**config.mk**
```make
export PLATFORM = sky130hd
export DESIGN_NAME = hilo_muldiv_unit
export DESIGN_NICKNAME = d
export VERILOG_FILES = /design/src/rtl/hilo_pkg.sv /design/src/rtl/hilo_iter_core.sv /design/src/rtl/hilo_muldiv_unit.sv
export SDC_FILE = /design/constraint.sdc
export NUM_CORES = 1
export LEC_CHECK = 0
export CAP_MARGIN = 20
export CORE_UTILIZATION = 51
export DETAILED_ROUTE_END_ITERATION = 6
export PLACE_DENSITY = 0.78
export REMOVE_ABC_BUFFERS = 1
export SYNTH_ARGS = -nofsm -noshare
export SYNTH_HDL_FRONTEND = slang
export SYNTH_SLANG_ARGS = --single-unit
```
**constraint.sdc**
```tcl
create_clock -name clk -period 3.3 [get_ports clk]
set_input_delay 0.33 -clock clk [delete_from_list [all_inputs] [get_ports clk]]
set_output_delay 0.33 -clock clk [all_outputs]
set_load 0.01 [all_outputs]
```
**src/rtl/hilo_pkg.sv**
```systemverilog
// Shared definitions for the HI/LO multiply/divide unit: op encodings, FSM states
// and the divide-by-zero quotient pattern.
package hilo_pkg;

  typedef enum logic [2:0] {
    OpMult  = 3'b000,
    OpMultu = 3'b001,
    OpDiv   = 3'b010,
    OpDivu  = 3'b011,
    OpMadd  = 3'b100,
    OpMaddu = 3'b101,
    OpMsub  = 3'b110,
    OpMsubu = 3'b111
  } op_e;

  typedef enum logic [1:0] {
    StIdle,
    StMul,
    StDiv,
    StFin
  } state_e;

  // Widest data path supported; DivZeroLo is sliced down to WIDTH.
  localparam int MaxWidth = 64;
  localparam logic [MaxWidth-1:0] DivZeroLo = {MaxWidth{1'b1}};

  // Only 010/011 divide; 110/111 are multiply-subtract.
  function automatic logic op_is_div(input logic [2:0] op);
    return (op[2:1] == 2'b01);
  endfunction

  function automatic logic op_is_signed(input logic [2:0] op);
    return ~op[0];
  endfunction

endpackage

```
**src/rtl/hilo_iter_core.sv**
```systemverilog
// Combinational datapath for the HI/LO engine: operand magnitudes, one shift-add
// or restoring-divide step per call, and the final sign correction.
module hilo_iter_core
  import hilo_pkg::*;
#(
  parameter int WIDTH = 32
) (
  input  logic [WIDTH-1:0] i_a,
  input  logic [WIDTH-1:0] i_b,
  input  logic             i_signed,
  output logic [WIDTH-1:0] o_mag_a,
  output logic [WIDTH-1:0] o_mag_b,
  output logic             o_neg_a,
  output logic             o_neg_b,
  input  logic             i_is_div,
  input  logic [WIDTH-1:0] i_p_hi,
  input  logic [WIDTH-1:0] i_p_lo,
  input  logic [WIDTH-1:0] i_d,
  output logic [WIDTH-1:0] o_step_hi,
  output logic [WIDTH-1:0] o_step_lo,
  input  logic             i_neg_q,
  input  logic             i_neg_r,
  input  logic             i_div0,
  output logic [WIDTH-1:0] o_res_hi,
  output logic [WIDTH-1:0] o_res_lo
);

  logic [WIDTH:0]     w_sum;
  logic [WIDTH:0]     w_rem_sh;
  logic [WIDTH-1:0]   w_diff;
  logic               w_borrow;
  logic [2*WIDTH-1:0] w_prod;
  logic [2*WIDTH-1:0] w_prod_fix;
  logic [WIDTH-1:0]   w_quo;
  logic [WIDTH-1:0]   w_rem;

  // Operand magnitudes; unsigned ops pass through untouched.
  always_comb begin
    o_neg_a = i_signed & i_a[WIDTH-1];
    o_neg_b = i_signed & i_b[WIDTH-1];
    o_mag_a = o_neg_a ? -i_a : i_a;
    o_mag_b = o_neg_b ? -i_b : i_b;
  end

  // Multiply: add multiplicand when LSB of multiplier set, shift {hi,lo} right.
  assign w_sum = {1'b0, i_p_hi} + (i_p_lo[0] ? {1'b0, i_d} : {(WIDTH+1){1'b0}});

  // Divide: shift next dividend bit into remainder, subtract if it fits.
  // Without a borrow the true difference is below i_d, so the low WIDTH bits suffice.
  assign w_rem_sh = {i_p_hi, i_p_lo[WIDTH-1]};
  assign w_borrow = (w_rem_sh < {1'b0, i_d});
  assign w_diff   = w_rem_sh[WIDTH-1:0] - i_d;

  // Select the step result for the active operation.
  always_comb begin
    if (i_is_div) begin
      o_step_hi = w_borrow ? w_rem_sh[WIDTH-1:0] : w_diff;
      o_step_lo = {i_p_lo[WIDTH-2:0], ~w_borrow};
    end else begin
      o_step_hi = w_sum[WIDTH:1];
      o_step_lo = {w_sum[0], i_p_lo[WIDTH-1:1]};
    end
  end

  // Sign correction of the finished product or quotient/remainder.
  // Divide-by-zero forces an all-ones quotient; the remainder already equals a.
  always_comb begin
    w_prod     = {i_p_hi, i_p_lo};
    w_prod_fix = i_neg_q ? -w_prod : w_prod;
    w_quo      = i_div0 ? DivZeroLo[WIDTH-1:0] : (i_neg_q ? -i_p_lo : i_p_lo);
    w_rem      = i_neg_r ? -i_p_hi : i_p_hi;
    if (i_is_div) begin
      o_res_hi = w_rem;
      o_res_lo = w_quo;
    end else begin
      o_res_hi = w_prod_fix[2*WIDTH-1:WIDTH];
      o_res_lo = w_prod_fix[WIDTH-1:0];
    end
  end

endmodule

```
**src/rtl/hilo_muldiv_unit.sv**
```systemverilog
// HI/LO register pair with an iterative multiply/divide engine. One iteration per
// cycle, WIDTH+2 cycles from start to done. Optional multiply-accumulate ops
// (MADD/MADDU/MSUB/MSUBU) are built when HILO_MADD_EN is defined.
module hilo_muldiv_unit
  import hilo_pkg::*;
#(
  parameter int WIDTH = 32,
  parameter int CNT_W = $clog2(WIDTH + 1)
) (
  input  logic             clk,
  input  logic             clr_n,
  input  logic             start,
  input  logic [2:0]       op,
  input  logic [WIDTH-1:0] a,
  input  logic [WIDTH-1:0] b,
  input  logic             we_hi,
  input  logic             we_lo,
  input  logic [WIDTH-1:0] hi_in,
  input  logic [WIDTH-1:0] lo_in,
  output logic             busy,
  output logic             done,
  output logic [WIDTH-1:0] hi_out,
  output logic [WIDTH-1:0] lo_out
);

  state_e           r_state;
  state_e           w_state_next;
  logic [CNT_W-1:0] r_cnt;
  logic [WIDTH-1:0] r_p_hi;
  logic [WIDTH-1:0] r_p_lo;
  logic [WIDTH-1:0] r_d;
  logic             r_op_div;
  logic             r_neg_q;
  logic             r_neg_r;
  logic             r_div0;
  logic [WIDTH-1:0] r_hi;
  logic [WIDTH-1:0] r_lo;
  logic             r_done;

  logic             w_op_ok;
  logic             w_accept;
  logic             w_last;
  logic             w_iter;
  logic [WIDTH-1:0] w_mag_a;
  logic [WIDTH-1:0] w_mag_b;
  logic             w_neg_a;
  logic             w_neg_b;
  logic [WIDTH-1:0] w_step_hi;
  logic [WIDTH-1:0] w_step_lo;
  logic [WIDTH-1:0] w_res_hi;
  logic [WIDTH-1:0] w_res_lo;
  logic [WIDTH-1:0] w_fin_hi;
  logic [WIDTH-1:0] w_fin_lo;

`ifdef HILO_MADD_EN
  logic               r_op_acc;
  logic               r_op_sub;
  logic [2*WIDTH-1:0] w_acc_cur;
  logic [2*WIDTH-1:0] w_acc_new;

  assign w_op_ok = 1'b1;
`else
  assign w_op_ok = ~op[2];
`endif

  assign w_accept = start & (r_state == StIdle) & w_op_ok;
  assign w_last   = (r_cnt == CNT_W'(WIDTH - 1));
  assign w_iter   = (r_state == StMul) | (r_state == StDiv);

  hilo_iter_core #(
    .WIDTH(WIDTH)
  ) u_core (
    .i_a      (a),
    .i_b      (b),
    .i_signed (op_is_signed(op)),
    .o_mag_a  (w_mag_a),
    .o_mag_b  (w_mag_b),
    .o_neg_a  (w_neg_a),
    .o_neg_b  (w_neg_b),
    .i_is_div (r_op_div),
    .i_p_hi   (r_p_hi),
    .i_p_lo   (r_p_lo),
    .i_d      (r_d),
    .o_step_hi(w_step_hi),
    .o_step_lo(w_step_lo),
    .i_neg_q  (r_neg_q),
    .i_neg_r  (r_neg_r),
    .i_div0   (r_div0),
    .o_res_hi (w_res_hi),
    .o_res_lo (w_res_lo)
  );

  // FSM state register.
  always_ff @(posedge clk or negedge clr_n) begin
    if (!clr_n) r_state <= StIdle;
    else        r_state <= w_state_next;
  end

  // Next-state logic: IDLE -> MUL/DIV on accepted start, iterate, FIN writes back.
  always_comb begin
    w_state_next = r_state;
    case (r_state)
      StIdle: begin
        if (w_accept) w_state_next = op_is_div(op) ? StDiv : StMul;
      end
      StMul, StDiv: begin
        if (w_last) w_state_next = StFin;
      end
      StFin:   w_state_next = StIdle;
      default: w_state_next = StIdle;
    endcase
  end

  // Iteration counter: runs only in MUL/DIV, zero otherwise.
  always_ff @(posedge clk or negedge clr_n) begin
    if (!clr_n)      r_cnt <= '0;
    else if (w_iter) r_cnt <= r_cnt + CNT_W'(1);
    else             r_cnt <= '0;
  end

  // Working registers: load magnitudes and sign flags at start, step while iterating.
  always_ff @(posedge clk or negedge clr_n) begin
    if (!clr_n) begin
      r_p_hi   <= '0;
      r_p_lo   <= '0;
      r_d      <= '0;
      r_op_div <= 1'b0;
      r_neg_q  <= 1'b0;
      r_neg_r  <= 1'b0;
      r_div0   <= 1'b0;
    end else if (w_accept) begin
      r_p_hi   <= '0;
      r_p_lo   <= w_mag_a;
      r_d      <= w_mag_b;
      r_op_div <= op_is_div(op);
      r_neg_q  <= w_neg_a ^ w_neg_b;
      r_neg_r  <= w_neg_a;
      r_div0   <= (b == '0);
    end else if (w_iter) begin
      r_p_hi   <= w_step_hi;
      r_p_lo   <= w_step_lo;
    end
  end

`ifdef HILO_MADD_EN
  // Accumulate-op flags, captured alongside the operands.
  always_ff @(posedge clk or negedge clr_n) begin
    if (!clr_n) begin
      r_op_acc <= 1'b0;
      r_op_sub <= 1'b0;
    end else if (w_accept) begin
      r_op_acc <= op[2];
      r_op_sub <= op[1];
    end
  end

  // Accumulate the signed/unsigned product into {HI,LO}, wrapping modulo 2^(2*WIDTH).
  always_comb begin
    w_acc_cur = {r_hi, r_lo};
    w_acc_new = r_op_sub ? (w_acc_cur - {w_res_hi, w_res_lo})
                         : (w_acc_cur + {w_res_hi, w_res_lo});
    if (r_op_acc) begin
      w_fin_hi = w_acc_new[2*WIDTH-1:WIDTH];
      w_fin_lo = w_acc_new[WIDTH-1:0];
    end else begin
      w_fin_hi = w_res_hi;
      w_fin_lo = w_res_lo;
    end
  end
`else
  assign w_fin_hi = w_res_hi;
  assign w_fin_lo = w_res_lo;
`endif

  // HI/LO: result lands at the FIN edge; MTHI/MTLO only while idle.
  always_ff @(posedge clk or negedge clr_n) begin
    if (!clr_n) begin
      r_hi <= '0;
      r_lo <= '0;
    end else if (r_state == StFin) begin
      r_hi <= w_fin_hi;
      r_lo <= w_fin_lo;
    end else if (r_state == StIdle) begin
      if (we_hi) r_hi <= hi_in;
      if (we_lo) r_lo <= lo_in;
    end
  end

  // Done pulse for the cycle following the write-back edge.
  always_ff @(posedge clk or negedge clr_n) begin
    if (!clr_n) r_done <= 1'b0;
    else        r_done <= (r_state == StFin);
  end

  assign busy   = (r_state != StIdle);
  assign done   = r_done;
  assign hi_out = r_hi;
  assign lo_out = r_lo;

endmodule

```
==> flow_summary.ini <==
[critical_path]
worst_ep_required_time_ns = 3.63
critical-path-max-stage-delay_ns = 0.42
slowest_stage = dfrtp_1
crit_buf_inv = 4
worst_setup_path_end_kind = flop
timing_worst_setup_path_type = flop to flop
crit_arrival_ns = 3.73
path_cells = inv_2 -> buf_12 -> nor2_4 -> ha_4 -> o211ai_1 -> a21oi_4 -> a211oi_2 -> buf_4 -> o21ai_2 -> a311o_1 -> a311oi_2 -> buf_4 -> nor4_2 -> or4_1 -> a311oi_1 -> nor2_1
cp_top_family = compound AO/OA/AOI/OAI gates
cpMostUsedCell = buf_4
worstSetupStartpointType = flop
crit_fanout = 7

[power]
leakage_nw = 8.07
p_per_area_mw_per_mm2 = 1310
p_sw_frac = 0.489
clockPowerShare = 0.083
power_frac_comb = 0.744
ir_drop_mv = 0.728
p_seq_frac = 0.173
power.switching_mw = 12.2
intPower_mw = 12.7

[place]
gp_congestion = 0.968
port_buffers = 201
dp_hpwl_um = 34100
placed_area_mm2 = 0.0178

[final_layout]
nets = 2313
num_antenna_cells = 0
final_cell_area_mm2 = 0.0190
area_delta_synth_final_pct = 32.9
layout_commonest_cell = nand2_1
drive_gt1_frac = 0.154
final_cell_mix = 223 x nand2_1, 209 x o21ai_0, 200 x clkdlybuf4s50_1, 179 x buf_4, 171 x dfrtp_1

[flow_run]
cap_violations = 0

[die]
dieArea_mm2 = 0.0287
die_x_um = 169
start_util = 0.525
num_rows = 60
dieHeight_um = 169
top_level_ports = 202
placeableCoreArea_mm2 = 0.0272

[cts]
cts_root_buf = clkbuf_16
h-tree-depth = 4
clock-sinks = 173
clk_latency_ns = 0.44
cts.clk_slew.worst_paths_ns = 0.08
cts_buffers = 17
clk_path_buf_depth = 2
cts_tree = yes

[sta]
hold_violations = 0
slew_headroom = 0.397
fin_ws_ns = -0.0994
min_period_ns = 3.40
rsz0062_at_grt = true
finalCritPeriodShare = 1.03
fmax_ghz = 0.294
worst_pin_slew_ns = 0.905
finalMaxSlewViolations = 0
hold_slack_ns = 0.476
setup_violations = 4
skew_ns = 0.0157

[synth]
seq_area_frac_synth = 0.303
ys_ff_latch = 173
synth_area_mm2 = 0.0143
syn_inst = 1793
yosys_warnings = 0
yosys.area.top_type = dfrtp_1
yosysTopAreaCellShare = 0.303
synth_top_flop_cell = dfrtp_1
yosysUniqueCellTypes = 76
ys_top_cells_by_area = dfrtp_1 30%, o21ai_0 7.8%, xnor2_1 6.9%
avgSynthCellArea_um2 = 7.96
async_flop_share = 1.00
synth_edf_count = 0

[global_route]
globalRoute.totalOverflow = 0
antenna_found_initial = 0
busiest_layer = met2
first_global_vias = 13600
grt.met2_usage = 0.472
met3_usage = 0.0812
grtUsageMet1 = 0.458
grt_usage = 0.317
grt_max_degree = 90
grt_first_pass_wirelength_um = 72000

[drt]
drt_first_pass_iters = 6
wl_per_cell_um = 18.5
route.vias.total = 14700
ant_nets = 0
drtIter0Drc = 1505
drc = 0
routed_wl_um = 46000
viasPerCell = 5.89

[min_path]
min_path_type = input port to asynchronous set/reset pin

[run_status]
failed_checks = setup timing
status = finished, violations left
## per-stage QoR
| stage | setup slack (ns) | TNS, ns | instances | power, mW | utilization |
|---|---|---|---|---|---|
| after global routing | -0.198 | -0.791 | 2489 | 26.7 | 0.698 |
| after floorplan | -1.52 | -84.86 | 1691 | 14.7 | - |
| final | -0.0994 | -0.218 | 2489 | 24.9 | 0.698 |
| after detailed placement | -0.130 | -0.487 | 2438 | 21.3 | 0.654 |
| after global placement | -0.0843 | -0.270 | 2438 | 20.9 | 0.654 |
| after CTS | -0.0147 | -0.0246 | 2481 | 23.9 | 0.685 |
## kinds of logic after synthesis
group / after synthesis / share of synthesized area
AOI/OAI and AO/OA: 585 / 0.250
xor gates and xnor gates: 176 / 0.108
adders and majority gates: 73 / 0.0651
buffers and inverters: 172 / 0.0466
DFF: 173 / 0.303
muxes: 71 / 0.0501
and+or+nand+nor: 543 / 0.177
## Yosys cell counts, types with 14 or more instances
library cell  count
nand2_1         226
o21ai_0         221
dfrtp_1         173
nor2_1          139
a21oi_1         129
xnor2_1         113
clkbuf_1         86
ha_1             71
inv_1            70
mux2i_1          68
xor2_1           63
o211ai_1         44
o22ai_1          35
a21o_1           32
nor3_1           29
o31ai_1          22
or3_1            21
nand3_1          20
nand2b_1         19
a31oi_1          18
a211oi_1         16
nor2b_1          14
## per-layer routing
metal / up-vias / wire length (µm)
li1: 7018 / -
met1: 6897 / 20700
met2: 691 / 19900
met3: 64 / 4560
met4: 0 / 777
met5: - / 0
## area by class of cell
cell class,instances,area [µm²]
clock buffer,19,453
clock inverter,13,136
fill,2221,8200
inverter,70,263
multi-input combinational,1448,9710
sequential,173,4330
tap,372,465
timing repair buffer,394,3610
## path summary, 6_finish.rpt
| check | endpoint | slack (ns) | from | cells past startpoint |
|---|---|---|---|---|
| hold reg to reg | r_cnt[0] | 0.48 | r_cnt[0] | 1 |
| setup reg to reg | r_p_hi[29] | -0.1 | r_p_lo[0] | 16 |
| min in group clk | r_cnt[0] | 0.48 | r_cnt[0] | 1 |
| hold / removal | lo_out[5] | 0.48 | clr_n | 2 |
| max in group asynchronous | hi_out[11] | 2.04 | clr_n | 3 |
| setup / recovery | r_p_hi[29] | -0.1 | r_p_lo[0] | 16 |
## registers in the layout (all words and copies together) (netlist names)
register,flops
done,1
hi_out,32
lo_out,32
r_cnt,6
r_d,32
r_div0,1
r_neg_q,1
r_neg_r,1
r_op_div,1
r_p_hi,32
r_p_lo,32
r_state,2
## power by group through the flow
stage | logic (mW) | clock network (mW) | registers [mW]
after floorplan | 10.2 | 0 | 4.50
after global placement | 16.7 | 0 | 4.23
after detailed placement | 17.0 | 0 | 4.28
after CTS | 17.5 | 2.10 | 4.25
after global routing | 20.1 | 2.18 | 4.42
final | 18.5 | 2.07 | 4.30
## what timing repair did
item	in CTS	in global routing
hold buffers	1	0
hold endpoints to repair	67	0
gates resized for setup	32	59
endpoints found under the setup margin	14	37
buffers inserted	9	7
pin swaps	5	21
cloned	1	0
No activity file was read; power rests on OpenSTA's default activity.
